[src/rtl/fpa_pkg.sv]
// Shared types and constants for the FP array-reduction feeder.
package fpa_pkg;

    // Feeder sequencing: collect operands, clear the adder, run it, hand back the result.
    typedef enum logic [1:0] {
        LOAD = 2'd0,
        CLR  = 2'd1,
        RUN  = 2'd2,
        DONE = 2'd3
    } feeder_state_t;

    // Bit positions inside the {EXC,UNF,OVF} result flag field.
    localparam int FLAG_OVF = 0;
    localparam int FLAG_UNF = 1;
    localparam int FLAG_EXC = 2;

    // Operation codes understood by the array adder.
    localparam logic [1:0] FPA_OPER_ADD     = 2'd0;
    localparam logic [1:0] FPA_OPER_SUB     = 2'd1;
    localparam logic [1:0] FPA_OPER_ABS_ADD = 2'd2;
    localparam logic [1:0] FPA_OPER_RSVD    = 2'd3;

endpackage

[src/rtl/fpa_arr_feeder_if.sv]
// Operand stream, adder and result signals of the FP array feeder.
//
// Handshakes: a word on the S port moves on a rising edge where iS_VALID and
// oS_READY are both high; a result on the R port moves on a rising edge where
// oR_VALID and iR_READY are both high. A valid side never withdraws its payload
// before the transfer, and its data stays stable while valid is high.
interface fpa_arr_feeder_if #(
    parameter int DATA_WIDTH = 32,
    parameter int N          = 16
);
    import fpa_pkg::*;

    logic                         iS_VALID;
    logic                         oS_READY;
    logic [DATA_WIDTH-1:0]        iS_DATA;
    logic [1:0]                   iS_OPER;

    logic                         oADD_NRESET;
    logic                         oADD_EN;
    logic [N:0][DATA_WIDTH-1:0]   oADD_NUMBERS;
    logic [1:0]                   oADD_OPERATION;
    logic [DATA_WIDTH-1:0]        iADD_RESULT;
    logic                         iADD_DATA_VALID;
    logic                         iADD_OVERFLOW;
    logic                         iADD_UNDERFLOW;
    logic                         iADD_EXCEPTION;

    logic                         oR_VALID;
    logic                         iR_READY;
    logic [DATA_WIDTH-1:0]        oR_DATA;
    logic [2:0]                   oR_FLAGS;
    logic                         oR_TIMEOUT;

    // Current sequencer state, exported for observation.
    feeder_state_t                dbg_state;

    modport master (
        input  iS_VALID, iS_DATA, iS_OPER,
        input  iADD_RESULT, iADD_DATA_VALID, iADD_OVERFLOW, iADD_UNDERFLOW, iADD_EXCEPTION,
        input  iR_READY,
        output oS_READY,
        output oADD_NRESET, oADD_EN, oADD_NUMBERS, oADD_OPERATION,
        output oR_VALID, oR_DATA, oR_FLAGS, oR_TIMEOUT,
        output dbg_state
    );

    modport slave (
        output iS_VALID, iS_DATA, iS_OPER,
        output iADD_RESULT, iADD_DATA_VALID, iADD_OVERFLOW, iADD_UNDERFLOW, iADD_EXCEPTION,
        output iR_READY,
        input  oS_READY,
        input  oADD_NRESET, oADD_EN, oADD_NUMBERS, oADD_OPERATION,
        input  oR_VALID, oR_DATA, oR_FLAGS, oR_TIMEOUT,
        input  dbg_state
    );

endinterface

[src/rtl/fpa_word_buffer.sv]
// Operand buffer: N+1 words, one indexed write per cycle, cleared by reset.
module fpa_word_buffer #(
    parameter int DATA_WIDTH = 32,
    parameter int N          = 16,
    parameter int IDX_W      = $clog2(N + 1)
) (
    input  logic                       clk,
    input  logic                       rst_n,
    input  logic                       wr_en,
    input  logic [IDX_W-1:0]           wr_idx,
    input  logic [DATA_WIDTH-1:0]      wr_data,
    output logic [N:0][DATA_WIDTH-1:0] words
);

    // Store the incoming word at its slot; reset empties every slot.
    always_ff @(posedge clk or negedge rst_n) begin
        if (!rst_n) begin
            words <= '0;
        end else if (wr_en) begin
            words[wr_idx] <= wr_data;
        end
    end

endmodule

[src/rtl/fpa_arr_feeder.sv]
// Initiator for the FP array adder: gathers N+1 operand words, pulses the
// adder clear, runs the adder under a watchdog and returns result plus flags.
module fpa_arr_feeder
    import fpa_pkg::*;
#(
    parameter int DATA_WIDTH     = 32,
    parameter int N              = 16,
    parameter int TIMEOUT_CYCLES = 64
) (
    input  logic               iCLK,
    input  logic               iNRESET,
    fpa_arr_feeder_if.master   bus
);

    localparam int CNT_W = $clog2(N + 1);
    localparam int TMR_W = $clog2(TIMEOUT_CYCLES + 1);
    localparam logic [CNT_W-1:0] LAST_IDX  = CNT_W'(N);
    localparam logic [TMR_W-1:0] LAST_TICK = TMR_W'(TIMEOUT_CYCLES - 1);

    feeder_state_t              state;
    logic [CNT_W-1:0]           count;
    logic [TMR_W-1:0]           timer;
    logic [1:0]                 oper_q;
    logic [DATA_WIDTH-1:0]      r_data;
    logic [2:0]                 r_flags;
    logic                       r_timeout;
    logic                       accept;
    logic [N:0][DATA_WIDTH-1:0] words;

    // A word is taken only while collecting operands.
    assign accept = bus.iS_VALID && (state == LOAD);

    fpa_word_buffer #(
        .DATA_WIDTH (DATA_WIDTH),
        .N          (N),
        .IDX_W      (CNT_W)
    ) u_buf (
        .clk     (iCLK),
        .rst_n   (iNRESET),
        .wr_en   (accept),
        .wr_idx  (count),
        .wr_data (bus.iS_DATA),
        .words   (words)
    );

    // The adder clear follows our own reset and is also pulsed for one CLR cycle.
    assign bus.oS_READY       = (state == LOAD);
    assign bus.oADD_NRESET    = iNRESET & (state != CLR);
    assign bus.oADD_EN        = (state == RUN);
    assign bus.oADD_NUMBERS   = words;
    assign bus.oADD_OPERATION = oper_q;
    assign bus.oR_VALID       = (state == DONE);
    assign bus.oR_DATA        = r_data;
    assign bus.oR_FLAGS       = r_flags;
    assign bus.oR_TIMEOUT     = r_timeout;
    assign bus.dbg_state      = state;

    // Sequencer with word counter, watchdog timer and result capture.
    always_ff @(posedge iCLK or negedge iNRESET) begin
        if (!iNRESET) begin
            state     <= LOAD;
            count     <= '0;
            timer     <= '0;
            oper_q    <= '0;
            r_data    <= '0;
            r_flags   <= '0;
            r_timeout <= 1'b0;
        end else begin
            case (state)
                LOAD: begin
                    if (accept) begin
                        if (count == '0) begin
                            oper_q <= bus.iS_OPER;
                        end
                        if (count == LAST_IDX) begin
                            count <= '0;
                            state <= CLR;
                        end else begin
                            count <= count + 1'b1;
                        end
                    end
                end
                CLR: begin
                    state <= RUN;
                end
                RUN: begin
                    timer <= timer + 1'b1;
                    // A result arriving on the last allowed cycle still counts.
                    if (bus.iADD_DATA_VALID) begin
                        r_data             <= bus.iADD_RESULT;
                        r_flags[FLAG_OVF]  <= bus.iADD_OVERFLOW;
                        r_flags[FLAG_UNF]  <= bus.iADD_UNDERFLOW;
                        r_flags[FLAG_EXC]  <= bus.iADD_EXCEPTION;
                        r_timeout          <= 1'b0;
                        state              <= DONE;
                    end else if (timer == LAST_TICK) begin
                        r_data    <= '0;
                        r_flags   <= '0;
                        r_timeout <= 1'b1;
                        state     <= DONE;
                    end
                end
                DONE: begin
                    if (bus.iR_READY) begin
                        timer <= '0;
                        state <= LOAD;
                    end
                end
                default: begin
                    state <= LOAD;
                end
            endcase
        end
    end

endmodule

[src/flat_wrapper.sv]
// flat-port wrapper written by rule: the top's interface ports become plain ports
module fpa_arr_feeder_flat import fpa_pkg::*;
#(
    parameter int DATA_WIDTH     = 32,
    parameter int N              = 16,
    parameter int TIMEOUT_CYCLES = 64
)
  (iCLK, iNRESET, bus_iS_VALID, bus_iS_DATA, bus_iS_OPER, bus_iADD_RESULT, bus_iADD_DATA_VALID, bus_iADD_OVERFLOW, bus_iADD_UNDERFLOW, bus_iADD_EXCEPTION, bus_iR_READY, bus_oS_READY, bus_oADD_NRESET, bus_oADD_EN, bus_oADD_NUMBERS, bus_oADD_OPERATION, bus_oR_VALID, bus_oR_DATA, bus_oR_FLAGS, bus_oR_TIMEOUT, bus_dbg_state);
  fpa_arr_feeder_if #(.DATA_WIDTH(DATA_WIDTH), .N(N)) bus_i ();
  input  logic iCLK;
  input  logic iNRESET;
  input wire logic [$bits(bus_i.iS_VALID)-1:0] bus_iS_VALID;
  input wire logic [$bits(bus_i.iS_DATA)-1:0] bus_iS_DATA;
  input wire logic [$bits(bus_i.iS_OPER)-1:0] bus_iS_OPER;
  input wire logic [$bits(bus_i.iADD_RESULT)-1:0] bus_iADD_RESULT;
  input wire logic [$bits(bus_i.iADD_DATA_VALID)-1:0] bus_iADD_DATA_VALID;
  input wire logic [$bits(bus_i.iADD_OVERFLOW)-1:0] bus_iADD_OVERFLOW;
  input wire logic [$bits(bus_i.iADD_UNDERFLOW)-1:0] bus_iADD_UNDERFLOW;
  input wire logic [$bits(bus_i.iADD_EXCEPTION)-1:0] bus_iADD_EXCEPTION;
  input wire logic [$bits(bus_i.iR_READY)-1:0] bus_iR_READY;
  output wire logic [$bits(bus_i.oS_READY)-1:0] bus_oS_READY;
  output wire logic [$bits(bus_i.oADD_NRESET)-1:0] bus_oADD_NRESET;
  output wire logic [$bits(bus_i.oADD_EN)-1:0] bus_oADD_EN;
  output wire logic [$bits(bus_i.oADD_NUMBERS)-1:0] bus_oADD_NUMBERS;
  output wire logic [$bits(bus_i.oADD_OPERATION)-1:0] bus_oADD_OPERATION;
  output wire logic [$bits(bus_i.oR_VALID)-1:0] bus_oR_VALID;
  output wire logic [$bits(bus_i.oR_DATA)-1:0] bus_oR_DATA;
  output wire logic [$bits(bus_i.oR_FLAGS)-1:0] bus_oR_FLAGS;
  output wire logic [$bits(bus_i.oR_TIMEOUT)-1:0] bus_oR_TIMEOUT;
  output wire logic [$bits(bus_i.dbg_state)-1:0] bus_dbg_state;
  assign bus_i.iS_VALID = bus_iS_VALID;
  assign bus_i.iS_DATA = bus_iS_DATA;
  assign bus_i.iS_OPER = bus_iS_OPER;
  assign bus_i.iADD_RESULT = bus_iADD_RESULT;
  assign bus_i.iADD_DATA_VALID = bus_iADD_DATA_VALID;
  assign bus_i.iADD_OVERFLOW = bus_iADD_OVERFLOW;
  assign bus_i.iADD_UNDERFLOW = bus_iADD_UNDERFLOW;
  assign bus_i.iADD_EXCEPTION = bus_iADD_EXCEPTION;
  assign bus_i.iR_READY = bus_iR_READY;
  assign bus_oS_READY = bus_i.oS_READY;
  assign bus_oADD_NRESET = bus_i.oADD_NRESET;
  assign bus_oADD_EN = bus_i.oADD_EN;
  assign bus_oADD_NUMBERS = bus_i.oADD_NUMBERS;
  assign bus_oADD_OPERATION = bus_i.oADD_OPERATION;
  assign bus_oR_VALID = bus_i.oR_VALID;
  assign bus_oR_DATA = bus_i.oR_DATA;
  assign bus_oR_FLAGS = bus_i.oR_FLAGS;
  assign bus_oR_TIMEOUT = bus_i.oR_TIMEOUT;
  assign bus_dbg_state = bus_i.dbg_state;
  fpa_arr_feeder #(.DATA_WIDTH(DATA_WIDTH), .N(N), .TIMEOUT_CYCLES(TIMEOUT_CYCLES)) u_core (.iCLK(iCLK), .iNRESET(iNRESET), .bus(bus_i));
endmodule
[config.mk]
export PLATFORM = sky130hd
export DESIGN_NAME = fpa_arr_feeder_flat
export DESIGN_NICKNAME = d
export VERILOG_FILES = /design/src/rtl/fpa_pkg.sv /design/src/rtl/fpa_arr_feeder_if.sv /design/src/rtl/fpa_word_buffer.sv /design/src/rtl/fpa_arr_feeder.sv /design/src/flat_wrapper.sv
export SDC_FILE = /design/constraint.sdc
export NUM_CORES = 1
export LEC_CHECK = 0
export CAP_MARGIN = 20
export CORE_MARGIN = 3
export CORE_UTILIZATION = 25
export CTS_BUF_LIST = sky130_fd_sc_hd__clkbuf_4 sky130_fd_sc_hd__clkbuf_8 sky130_fd_sc_hd__clkbuf_16
export CTS_CLUSTER_SIZE = 12
export DETAILED_ROUTE_END_ITERATION = 10
export SETUP_SLACK_MARGIN = 0.05
export SLEW_MARGIN = 25
export SYNTH_ARGS = -nofsm -noshare
export SYNTH_HDL_FRONTEND = slang
export SYNTH_SLANG_ARGS = --single-unit
export TNS_END_PERCENT = 10
[constraint.sdc]
create_clock -name iCLK -period 4.6 [get_ports iCLK]
set_clock_uncertainty 0.05 [all_clocks]
set_input_delay 0.92 -clock iCLK [delete_from_list [all_inputs] [get_ports iCLK]]
set_output_delay 0.92 -clock iCLK [all_outputs]
set_load 0.1 [all_outputs]
==> qor.txt <==
nets = 2,118
CP max FO = 11
chip width = 307.7 um
worst-skew pair later-pin latency = 0.60 ns
layout cells sized above 1 = 0.3474
area share of fa/ha/maj cells after synthesis = 0.005500
TritonRoute pass-1 iters = 4
Multi-input gate area = 0.007400 mm2
largest cells by area after synthesis = dfrtp_1 66%, mux2_2 24%, mux2_4 4.0%
flop2flop setup slack = 1.47 ns
post-synthesis xor/xnor area fraction = 0.001540
most frequent cell after synthesis = dfrtp_1
FMAX = 262.4 MHz
worst hold margin = 0.2044 ns
fin. max-slew vios = 0
WL/cell = 22.98 um
slowest stage delay, CP = 1.23 ns
number of buffers created by CTS = 70
post-route setup slack = 0.7892 ns
Placer Congestion = 0.7625
Avg Cell Area, Syn = 16.58 um2
post-synthesis net count = 1,456
Crit Path Class = flop to output pin
fill cell total of the finished layout = 8,431
FF+latch count, synth = 596
total core area = 0.09015 mm2
TNS Setup = 0 ns
Crit-path slowest cell = clkdlybuf4s50_1
CTS Hold Buffers Added = 0
area grow syn2layout = 45.95%
Synth Area in Simple Gates = 0.01342
Hold Path Class = input port to async pin
register area = 0.01491 mm2
post-synthesis mux area share = 0.2811
Die H = 307.7 um
Post-synth EDFFs = 0
number of gates resized after CTS = 0
root buffer cell = clkbuf_16
arrival time at the worst endpoint = 2.84 ns
Slew @ Worst Pin = 1.089 ns
Tmin final = 3.811 ns
Distinct cells, synth = 42
largest net degree at the start of global routing = 166
Seq/Total Area, Yosys = 0.6556
post-CTS setup buffers = 0
Synth top area share = 0.6556
Synth Area in Compound Gates = 0.01925
FFs w/ async S/R, synth = 1.000
Post-DP HPWL = 52,620 um
placed insts = 3,138
Primary FF master, synth = dfrtp_1
num rows = 110
Cells after Synth = 1,372
GRT overflow = 0
clk slew on worst S/H paths = 0.06 ns
Rel. slew slack = 0.2718
Synth Warn # = 0
Max-Cap Viols = 0
Yosys top cell by area = dfrtp_1
startpoint types = flop
die area = 0.09465 mm2
DR vias/cell = 4.358
CTS tree = yes
R2R Path End = u_core.u_buf.words[100]
ANT nets after route = 0
Layout Cells excl Fill = 3,271
largest family of logic cells by synthesized area = multiplexers
DRT iter0 DRCs = 592
Mapped Area = 0.02275 mm2
outcome = finished, final reports clean
Reg2Reg Depth = 6
crit-path cells = inv_1 > ha_1 > clkdlybuf4s50_1
global-route wire length before repair = 108,200 um
routed wire length = 75,150 um
CTS Sinks = 596
final period utilization = 0.8284
Total GRT Usage = 0.1542
H-tree depth = 3
RSZ-0062 raised after global routing = no
vias in the first global route = 15,520
DR vias = 14,260
initial core utilization = 0.2524
Commonest cells post-synth = 596 x dfrtp_1, 480 x mux2_2, 60 x mux2_4, 48 x buf_2, 41 x clkbuf_1
worst r2r src = u_core.bus.dbg_state[0]
DRC = 0
initial antenna violation count = 2
Worst Setup End Kind = output pin
DP Worst Slack = 0.8219 ns
Buffers on Ports = 661
WP data required = 3.63 ns
Max clock buf depth = 3
Final Hold Fails = 0
IO Pins = 662
setup violators final = 0
## metal layers
metal,part of all wire,track usage,wire length (um),vias to the layer above
li1,-,-,-,6194
met1,0.40,0.1829,30260,7484
met2,0.51,0.2716,38140,467
met3,0.062,0.04009,4639,111
met4,0.028,0.05031,2109,0
met5,0,0,0,-
## stage by stage
| step | utilization | instance area (um2) |
|---|---|---|
| floorplan | - | 22750 |
| finish | 0.3683 | 33200 |
| global placement | 0.3413 | 30770 |
| detailed placement | 0.3413 | 30770 |
| CTS | 0.3682 | 33190 |
| global route | 0.3681 | 33180 |
## logic make-up (layout without fill, tap and decap cells)
| kind of cell | Yosys count | after routing |
|---|---|---|
| flops | 596 | 596 |
| other cells | 0 | 8 |
| compound gates | 55 | 55 |
| fa+ha+maj | 10 | 10 |
| simple gates | 52 | 52 |
| mux | 548 | 548 |
| xor+xnor | 4 | 4 |
| buf+inv | 107 | 822 |
## cell type report
| class | instances | area share |
|---|---|---|
| clock inverter | 27 | 0.01048 |
| timing repair buffer | 690 | 0.2092 |
| clock buffer | 98 | 0.06259 |
| tap | 1176 | 0.04432 |
| sequential | 596 | 0.4492 |
| inverter | 7 | 0.0007913 |
| antenna | 8 | 0.0006029 |
| multi-input combinational | 669 | 0.2229 |
## placed cells by master, fill, tap and decap left out, drive strengths merged, types with 4 or more instances in the layout
master	n
nand2	10
clkdlybuf4s50	655
nand3b	4
mux2	547
dfrtp	596
a22o	35
a21oi	5
clkbuf	98
ha	10
o21ai	5
bufinv	5
inv	10
clkinv	16
buf	35
diode	8
xnor2	4
nor2	15
nor3	6
## worst max-delay path by stage
stage | end | slack (ns) | cells after the start | startpoint
CTS | bus_oADD_EN | 0.71 | 3 | u_core.bus.dbg_state[0]
global placement | u_core.u_buf.words[50] | 0.79 | 6 | bus_iS_VALID
detailed placement | u_core.u_buf.words[100] | 0.82 | 5 | bus_iS_VALID
global route | bus_oADD_EN | 0.66 | 3 | u_core.bus.dbg_state[0]
finish | bus_oADD_EN | 0.79 | 3 | u_core.bus.dbg_state[0]
floorplan | bus_oADD_NRESET | 0.93 | 3 | u_core.bus.dbg_state[1]
## worst max-delay path: cells and delay by family (launching register included)
family | cells | cell delay, ns
buffers and inverters | 2 | 1.38
flip-flops | 1 | 0.44
adder cells (fa/ha/maj) | 1 | 0.44
## flip-flops by register name, summed over array words and instances, names as in the netlist
signal and cells:
u_core.bus.dbg_state 2, u_core.bus.oADD_OPERATION 2, u_core.bus.oR_DATA 32, u_core.bus.oR_FLAGS 3, u_core.bus.oR_TIMEOUT 1, u_core.count 5
u_core.timer 7, u_core.u_buf.words 544
Power is not shown: default switching activity piles up to over one toggle a cycle in this logic, so the estimate is an artifact.
